File: config.mk
export PLATFORM = sky130hd
export DESIGN_NAME = led_blinker
export DESIGN_NICKNAME = d
export VERILOG_FILES = /design/src/rtl/led_blinker_pkg.sv /design/src/rtl/blink_timer.sv /design/src/rtl/led_blinker.sv
export SDC_FILE = /design/constraint.sdc
export NUM_CORES = 1
export LEC_CHECK = 0
export CAP_MARGIN = 20
export CELL_PAD_IN_SITES_DETAIL_PLACEMENT = 2
export CELL_PAD_IN_SITES_GLOBAL_PLACEMENT = 2
export CORE_MARGIN = 2
export CORE_UTILIZATION = 35
export DETAILED_ROUTE_END_ITERATION = 10
export GPL_TIMING_DRIVEN = 0
export PLACE_DENSITY_LB_ADDON = 0.1
export SYNTH_ARGS = -nofsm -noshare
export SYNTH_HDL_FRONTEND = slang
export SYNTH_SLANG_ARGS = --single-unit
File: constraint.sdc
create_clock -name clk_i -period 2.3 [get_ports clk_i]
set_clock_uncertainty 0.05 [all_clocks]
set_input_delay 0.345 -clock clk_i [delete_from_list [all_inputs] [get_ports clk_i]]
set_output_delay 0.345 -clock clk_i [all_outputs]
set_load 0.005 [all_outputs]
File: src/rtl/led_blinker_pkg.sv
// LED sequencer shared types.
// Holds the FSM state encoding used by led_blinker.
package led_blinker_pkg;

  typedef enum logic [1:0] {
    e_idle = 2'd0,
    e_on   = 2'd1,
    e_off  = 2'd2
  } led_blink_state_e;

endpackage

File: src/rtl/blink_timer.sv
// Loadable down-counter that times one LED phase.
// Ports: clk_i, reset_n_i, ld_i/ld_val_i load, dec_i count, zero_o at 0.
module blink_timer #(
  parameter int unsigned cnt_width_p = 16
) (
  input  logic                   clk_i,
  input  logic                   reset_n_i,
  input  logic                   ld_i,
  input  logic [cnt_width_p-1:0] ld_val_i,
  input  logic                   dec_i,
  output logic                   zero_o
);

  logic [cnt_width_p-1:0] r_cnt;

  // Holds at zero rather than wrapping.
  always_ff @(posedge clk_i) begin
    if (!reset_n_i) begin
      r_cnt <= '0;
    end else if (ld_i) begin
      r_cnt <= ld_val_i;
    end else if (dec_i && (r_cnt != '0)) begin
      r_cnt <= r_cnt - 1'b1;
    end
  end

  assign zero_o = (r_cnt == '0);

endmodule

File: src/rtl/led_blinker.sv
// LED blink sequencer with one-deep request buffer.
// Ports: clk_i, reset_n_i, v_i/blinks_i/ready_o, led_o, busy_o, done_o.
module led_blinker
  import led_blinker_pkg::*;
#(
  parameter int unsigned on_cycles_p      = 50000,
  parameter int unsigned off_cycles_p     = 50000,
  parameter int unsigned cnt_width_p      = 16,
  parameter int unsigned blink_width_p    = 4,
  parameter bit          led_active_low_p = 1'b0
) (
  input  logic                     clk_i,
  input  logic                     reset_n_i,
  input  logic                     v_i,
  input  logic [blink_width_p-1:0] blinks_i,
  output logic                     ready_o,
  output logic                     led_o,
  output logic                     busy_o,
  output logic                     done_o
);

  localparam logic [cnt_width_p-1:0] ON_LD =
    cnt_width_p'(on_cycles_p - 1);
  localparam logic [cnt_width_p-1:0] OFF_LD =
    cnt_width_p'(off_cycles_p - 1);

  led_blink_state_e r_state;
  led_blink_state_e w_state_n;

  logic [blink_width_p-1:0] r_rem;
  logic [blink_width_p-1:0] w_rem_n;
  logic [blink_width_p-1:0] w_rem_dec;
  logic                     r_pend_v;
  logic                     w_pend_v_n;
  logic [blink_width_p-1:0] r_pend_b;
  logic [blink_width_p-1:0] w_pend_b_n;
  logic                     r_done;
  logic                     w_done_n;
  logic                     r_led;

  logic                     w_accept;
  logic                     w_bound;
  logic                     w_src_v;
  logic [blink_width_p-1:0] w_src_b;
  logic                     w_ld;
  logic [cnt_width_p-1:0]   w_ld_val;
  logic                     w_dec;
  logic                     w_zero;

  blink_timer #(
    .cnt_width_p(cnt_width_p)
  ) u_timer (
    .clk_i    (clk_i),
    .reset_n_i(reset_n_i),
    .ld_i     (w_ld),
    .ld_val_i (w_ld_val),
    .dec_i    (w_dec),
    .zero_o   (w_zero)
  );

  assign w_accept  = v_i & ~r_pend_v;
  assign w_rem_dec = r_rem - 1'b1;

  always_comb begin
    w_state_n  = r_state;
    w_rem_n    = r_rem;
    w_pend_v_n = r_pend_v;
    w_pend_b_n = r_pend_b;
    w_done_n   = 1'b0;
    w_bound    = 1'b0;
    w_src_v    = 1'b0;
    w_src_b    = '0;
    w_ld       = 1'b0;
    w_ld_val   = '0;
    w_dec      = 1'b0;

    unique case (r_state)
      e_idle: begin
        w_bound = 1'b1;
      end
      e_on: begin
        if (w_zero) begin
          w_state_n = e_off;
          w_ld      = 1'b1;
          w_ld_val  = OFF_LD;
        end else begin
          w_dec = 1'b1;
        end
      end
      e_off: begin
        if (w_zero) begin
          if (w_rem_dec == '0) begin
            w_bound  = 1'b1;
            w_done_n = 1'b1;
          end else begin
            w_rem_n   = w_rem_dec;
            w_state_n = e_on;
            w_ld      = 1'b1;
            w_ld_val  = ON_LD;
          end
        end else begin
          w_dec = 1'b1;
        end
      end
      default: begin
        w_state_n = e_idle;
      end
    endcase

    // Sequence boundary: pending entry first, then a fresh input.
    if (w_bound) begin
      w_src_v = r_pend_v | w_accept;
      w_src_b = r_pend_v ? r_pend_b : blinks_i;
      w_pend_v_n = 1'b0;
      w_state_n  = e_idle;
      if (w_src_v) begin
        if (w_src_b == '0) begin
          w_done_n = 1'b1;
        end else begin
          w_state_n = e_on;
          w_ld      = 1'b1;
          w_ld_val  = ON_LD;
          w_rem_n   = w_src_b;
        end
      end
    end else if (w_accept) begin
      w_pend_v_n = 1'b1;
      w_pend_b_n = blinks_i;
    end
  end

  always_ff @(posedge clk_i) begin
    if (!reset_n_i) begin
      r_state  <= e_idle;
      r_rem    <= '0;
      r_pend_v <= 1'b0;
      r_pend_b <= '0;
      r_done   <= 1'b0;
      r_led    <= led_active_low_p;
    end else begin
      r_state  <= w_state_n;
      r_rem    <= w_rem_n;
      r_pend_v <= w_pend_v_n;
      r_pend_b <= w_pend_b_n;
      r_done   <= w_done_n;
      r_led    <= (w_state_n == e_on) ^ led_active_low_p;
    end
  end

  assign ready_o = ~r_pend_v;
  assign busy_o  = (r_state != e_idle);
  assign done_o  = r_done;
  assign led_o   = r_led;

endmodule

# Yosys cells after proc, flatten, opt, wreduce, memory -nomap -nowiden
# Index checks and enable logic that the tools add are counted.
# totals
input_bits	7
wordCells	67
rom_bits	0
mem_bits_rw	0
out_inout_bits	4
memories	0
latchBits	0
ff_bits	29
# classes
div_mod_pow	0
shifts	0
n_mul	0
reduce_logical	11
eq_ne	3
mux	39
add_sub_neg	2
bitwise	5
n_lt_le_gt_ge	0
# op_table
op	n
$mux W16	8
$pmux W16 S2	1
$mux W4	7
$logic_not A16 Y1	1
$mux W1	16
$reduce_bool A16 Y1	1
$sub A16 B1 Y16 const B	1
$logic_not A4 Y1	2
$mux W2	4
$pmux W2 S3	1
$eq A2 B1 Y1 const B	2
$pmux W1 S2	2
$reduce_bool A2 Y1	2
$reduce_or A2 Y1	2
$sub A4 B1 Y4 const B	1
$not A1 Y1	3
$eq A2 B2 Y1 const B	1
$logic_not A2 Y1	1
$reduce_and A2 Y1	1
$and A1 B1 Y1	1
$logic_and A1 B1 Y1	1
$or A1 B1 Y1	1

# Longest topological paths before layout
# logic_depth
depth_word	9
depth_mapped	10
depth_no_buf	8

# By module
# A second synthesis with hierarchy kept.
# hier_totals
hier_cells	222
area_unflattened_um2	1833.0
# by_module_without_submodules
module	cells_each	area_per_inst_um2	n_inst
blink_timer	114	922.1	1
led_blinker	108	910.9	1

# Worst setup path after synthesis
# No wires, ideal clock.
# synth_path
kind	register -> register
from	reg u_timer.r_cnt[0]
to	reg u_timer.r_cnt[1]
path_stages_with_launch	9
setup_ns	0.115
n_path_buf	0
required_ns	2.135
t_arrival_ns	1.945
setup_slack_ns	0.190
cell_sequence	dfxtp_1 -> inv_1 -> ha_1 -> nor4b_2 -> and4b_1 -> and3_1 -> a21o_1 -> a31oi_1 -> a21bo_2
# synth_via
elab_chain_cells	7
elab_cells_between_ends	23
cone_classes	1 x add/sub; 18 x mux; 4 x reduce/logical
# synth_lines
item	line	text
start, declared	blink_timer.sv:14	logic [cnt_width_p-1:0] r_cnt;
start signal, assigned	blink_timer.sv:21	r_cnt <= ld_val_i;
start signal, assigned	blink_timer.sv:23	r_cnt <= r_cnt - 1'b1;
$logic_not A16 Y1	blink_timer.sv:27	assign zero_o = (r_cnt == '0);
$mux W16 (tied with other cells)	led_blinker.sv:91	if (w_zero) begin
$pmux W16 S2 / $pmux W1 S2 (equally long branches)	led_blinker.sv:77	unique case (r_state)
$mux W16 / $mux W1 (equally long branches)	led_blinker.sv:117	if (w_src_b == '0) begin
$mux W16 / $mux W1 (equally long branches)	led_blinker.sv:116	if (w_src_v) begin
$mux W16 / $mux W1 (equally long branches)	led_blinker.sv:111	if (w_bound) begin
$mux W16 / $reduce_bool A2 Y1 (equally long branches)	--	
# Parallel ways exist; a longest one is shown, timed or not. The select of a mux whose other input is x is not followed.
# A chain may end at the register's enable or synchronous reset.

# Final worst setup path
# layout_path
from	reg u_timer.r_cnt[1]
to	reg r_led (netlist: led_o)
# layout_via
elab_chain_cells	5
elab_cells_between_ends	8
cone_classes	1 x eq/ne; 6 x mux; 1 x reduce/logical
# layout_lines
item	line	text
$logic_not A16 Y1 (*)	blink_timer.sv:27	
$mux W2 (tied with other cells)	led_blinker.sv:91	
$pmux W2 S3 / $pmux W1 S2 (equally long branches)	led_blinker.sv:77	
$mux W2 (*)	led_blinker.sv:111	
$eq A2 B1 Y1 (*)	led_blinker.sv:146	r_led <= (w_state_n == e_on) ^ led_active_low_p;
end signal, assigned	led_blinker.sv:139	r_led <= led_active_low_p;
end signal, assigned	led_blinker.sv:146	
end, declared	led_blinker.sv:39	logic r_led;
# Every way passes the cells marked *; elsewhere a longest branch is shown, timed or not.

==> results.toml <==
[floorplan]
chip_height_um = 72.12
area_enclosed_by_the_die_boundary_mm2 = 0.005201
fp.coreArea_mm2 = 0.004414
num_rows = 24
boundaryPins = 11
effective_utilization_at_floorplan_pct = 36.79
dieWidth_um = 72.12

[timing]
grt_setup_unrepaired = "true"
layout_worst_path_cycle_share_pct = 97.06
finalCriticalPeriod_ns = 2.232
max-slew-margin-rel_pct = 58.36
finalHoldViolCount = 0
final_setup_margin_ns = 0.06753
setup_viol = 0
finalMaxSlewViolations = 0
tightest_slew_ns = 0.6180
achievable-frequency_mhz = 447.9

[setup_path]
crit_path_end_kind = "flip-flop"
cp_num_buf_inv = 3
worst-endpoint-arrival_ns = 2.41
timing.critical_path.cells = "inv_2 > ha_4 > nor4b_4 > buf_4 > buf_4 > and4_1 > o211ai_1 > a2111o_1 > a21oi_2"
cpMaxStageDelayCell = "sky130_fd_sc_hd__a2111o_1"
critPathMaxFanout = 4
worst_path_dominant_cell_family = "compound AO/OA/AOI/OAI gates"
crit_top_cell = "sky130_fd_sc_hd__buf_4"
worst-setup-path-type = "flip-flop to flip-flop"
crit_path_max_incr_delay_ns = 0.50
crit_required_ns = 2.47
crit_path_start_kind = "flip-flop"

[logic_synthesis]
synth.net_count = 208
yosysUniqueCellTypes = 46
yosysSeqAreaShare_pct = 35.75
postSynthRegisterBits = 29
post-synth-top-area-cell = "sky130_fd_sc_hd__dfxtp_1"
synth_top_cell_area_share_pct = 35.75
netlist_top_cells_area = "sky130_fd_sc_hd__dfxtp_1, sky130_fd_sc_hd__xnor2_1, sky130_fd_sc_hd__ha_1"
asyncSetResetFlopFracSynth_pct = 0
synth.cell_area_mm2 = 0.001624
yosysWarnings = 0
synth_edf_count = 0
synthCells = 193
yosys_most_used_dff = "sky130_fd_sc_hd__dfxtp_1"
mapped_avg_cell_area_um2 = 8.415

[finish]
multi_input_area_mm2 = 0.001072
finish.net_count = 236
drive_gt1_share_pct = 21.62
antenna-diode-count = 0
synthToLayoutAreaGrowth_pct = 26.96
fin_util_pct = 46.71
postLayoutCellArea_mm2 = 0.002062
register_area_um2 = 581.8
final_cells = 274
layout.filler_cells = 488

[placement]
port-buffer-count = 9
placed_area_mm2 = 0.001779
dp_cells = 254
detailedPlacementHpwl_um = 3568
dpl_worst_slack_ns = -0.3998
gp_routability_congestion = 0.8170

[drt]
postRouteWirelength_um = 5235
wl_per_cell_um = 19.11
final_antenna_net_count = 0
initial_drt_markers = 55
routed-via-count = 1572
detail_route.first_pass.iterations = 4
vias_per_cell = 5.737
drc = 0

[cts]
cts_tree = "done"
cts_max_path_buffers = 2
clock-sinks = 29
clock-root-buffer = "sky130_fd_sc_hd__clkbuf_8"
insertion_delay_ns = 0.28
h-tree-depth = 2
numCtsBuffers = 5
clkSlewWorstSetupHoldPaths_ns = 0.06

[global_routing]
global_route.overflow_total = 0
grt_first_pass_wirelength_um = 8500
track_usage_pct = 20.96
largest_net_degree_at_the_start_of_global_routing = 11
grt_pass1_vias = 1671
grt_antenna_before_repair = 0

[power]
power_density_mw_per_mm2 = 667.6
power_mw = 1.376
power.static_leakage_nw = 0.7630
peakVddDrop_v = 0.0002429

[hold_path]
hold_class = "flip-flop to flip-flop"

[job]
drv.max_cap_violation_count = 0

[outcome]
run_status = "complete, no violations"
-- repair_timing --
action | 4_1_cts | 5_1_grt
buffers inserted | 5 | 7
gates resized for setup | 11 | 18
gates cloned | 0 | 1
endpoints found under the setup margin | 22 | 25
hold buffers | 0 | 0
pin swaps | 0 | 6
-- cell usage in the layout (no fill, tap or decap), types with 2 or more instances in the layout --
cell type | Yosys | routed
sky130_fd_sc_hd__o21ai_2 | 1 | 2
sky130_fd_sc_hd__inv_2 | 0 | 2
sky130_fd_sc_hd__clkdlybuf4s50_1 | 0 | 9
sky130_fd_sc_hd__and3_1 | 7 | 5
sky130_fd_sc_hd__nand2_1 | 22 | 22
sky130_fd_sc_hd__buf_4 | 1 | 11
sky130_fd_sc_hd__clkbuf_1 | 3 | 5
sky130_fd_sc_hd__o211ai_1 | 2 | 2
sky130_fd_sc_hd__a21oi_2 | 0 | 3
sky130_fd_sc_hd__and2_1 | 2 | 2
sky130_fd_sc_hd__a31oi_1 | 3 | 2
sky130_fd_sc_hd__o21ai_0 | 15 | 14
sky130_fd_sc_hd__a21o_1 | 2 | 2
sky130_fd_sc_hd__nand3_1 | 4 | 3
sky130_fd_sc_hd__inv_1 | 10 | 8
sky130_fd_sc_hd__dfxtp_1 | 29 | 28
sky130_fd_sc_hd__nor4_4 | 2 | 2
sky130_fd_sc_hd__nor4_1 | 5 | 4
sky130_fd_sc_hd__clkbuf_8 | 0 | 5
sky130_fd_sc_hd__xnor2_1 | 12 | 12
sky130_fd_sc_hd__nor3_1 | 5 | 5
sky130_fd_sc_hd__xor2_1 | 3 | 3
sky130_fd_sc_hd__a21oi_1 | 12 | 9
sky130_fd_sc_hd__ha_1 | 8 | 6
sky130_fd_sc_hd__buf_6 | 0 | 4
sky130_fd_sc_hd__or4_4 | 2 | 2
sky130_fd_sc_hd__o22ai_1 | 3 | 3
sky130_fd_sc_hd__nor2_1 | 16 | 16
-- synth_stat cells (all sizes together), types with 2 or more instances --
master / instances
nor2: 16
and3: 7
buf: 2
nor3: 5
o211ai: 2
clkbuf: 3
nand2: 22
xor2: 3
nor4b: 2
a31oi: 3
a21oi: 12
xnor2: 12
and4: 2
or4: 3
ha: 8
nand3: 4
a21o: 2
and2: 2
o21ai: 17
nor4: 7
o22ai: 3
inv: 10
dfxtp: 29
-- worst paths after layout --
kind                                       from                  endpoint  cells after the start  slack [ns]
hold / removal         r_pend_b[3]$_SDFFE_PN0P_  r_pend_b[3]$_SDFFE_PN0P_                      2        0.46
setup / recovery  u_timer.r_cnt[1]$_SDFFE_PN0P_          led_o$_SDFF_PN0_                      9        0.07
hold reg to reg        r_pend_b[3]$_SDFFE_PN0P_  r_pend_b[3]$_SDFFE_PN0P_                      2        0.46
setup reg to reg  u_timer.r_cnt[1]$_SDFFE_PN0P_          led_o$_SDFF_PN0_                      9        0.07
-- cell type report --
| type | count | share of cell area [%] |
|---|---|---|
| Buffer | 4 | 1.456 |
| Clock buffer | 8 | 3.883 |
| Inverter | 10 | 1.820 |
| Multi-Input combinational cell | 149 | 52.00 |
| Sequential cell | 29 | 28.22 |
| Tap cell | 52 | 3.155 |
| Timing Repair Buffer | 22 | 9.466 |
-- power breakdown --
group,leakage (nW),switching (mW),internal (mW),total [mW]
registers,0.238,0.0549,0.544,0.599
logic,0.485,0.191,0.180,0.371
clock network,0.0395,0.191,0.214,0.406
total,0.763,0.438,0.939,1.38
-- flip-flops by register name, summed over array words and instances, names as in the netlist --
name and flops:
r_pend_v 1, u_timer.r_cnt 16, r_state 2, led_o 1, done_o 1, r_rem 4
r_pend_b 4
-- worst register-to-register path, cell delays in order, from the launching register on --
cell and delay [ns]:
sky130_fd_sc_hd__dfxtp_2 0.33, sky130_fd_sc_hd__inv_2 0.08, sky130_fd_sc_hd__ha_4 0.13, sky130_fd_sc_hd__nor4b_4 0.26, sky130_fd_sc_hd__buf_4 0.18, sky130_fd_sc_hd__buf_4 0.12
sky130_fd_sc_hd__and4_1 0.19, sky130_fd_sc_hd__o211ai_1 0.21, sky130_fd_sc_hd__a2111o_1 0.51, sky130_fd_sc_hd__a21oi_2 0.12
-- stage by stage --
stage               hold WS (ns)   TNS, ns
floorplan                 0.4115         0
global placement          0.4306    -3.719
detailed placement        0.4472    -5.274
CTS                       0.4380         0
global route              0.4887  -0.04588
finish                    0.4572         0
-- cell families (layout without fill, tap and decap cells) --
group           after synthesis  in the layout  share of synthesized area [%]
simple gates                 77             77                          27.27
compound gates               47             47                          17.64
flops                        29             29                          35.75
xor+xnor                     15             15                          8.090
buf+inv                      15             44                          3.775
fa+ha+maj                     8              8                          6.164
mux                           2              2                          1.310
-- routing by layer --
metal  share of wire [%]  vias to the layer above  GRT usage (%)  routed length, um
met2                  53                       17          37.51               2789
met4                0.97                        0          5.660                 51
met1                  44                      799          25.09               2282
met3                 2.1                        6          4.722                111
li1                    -                      750              -                  -
met5                   0                        -              0                  0
(Power assumes the default switching activity.)
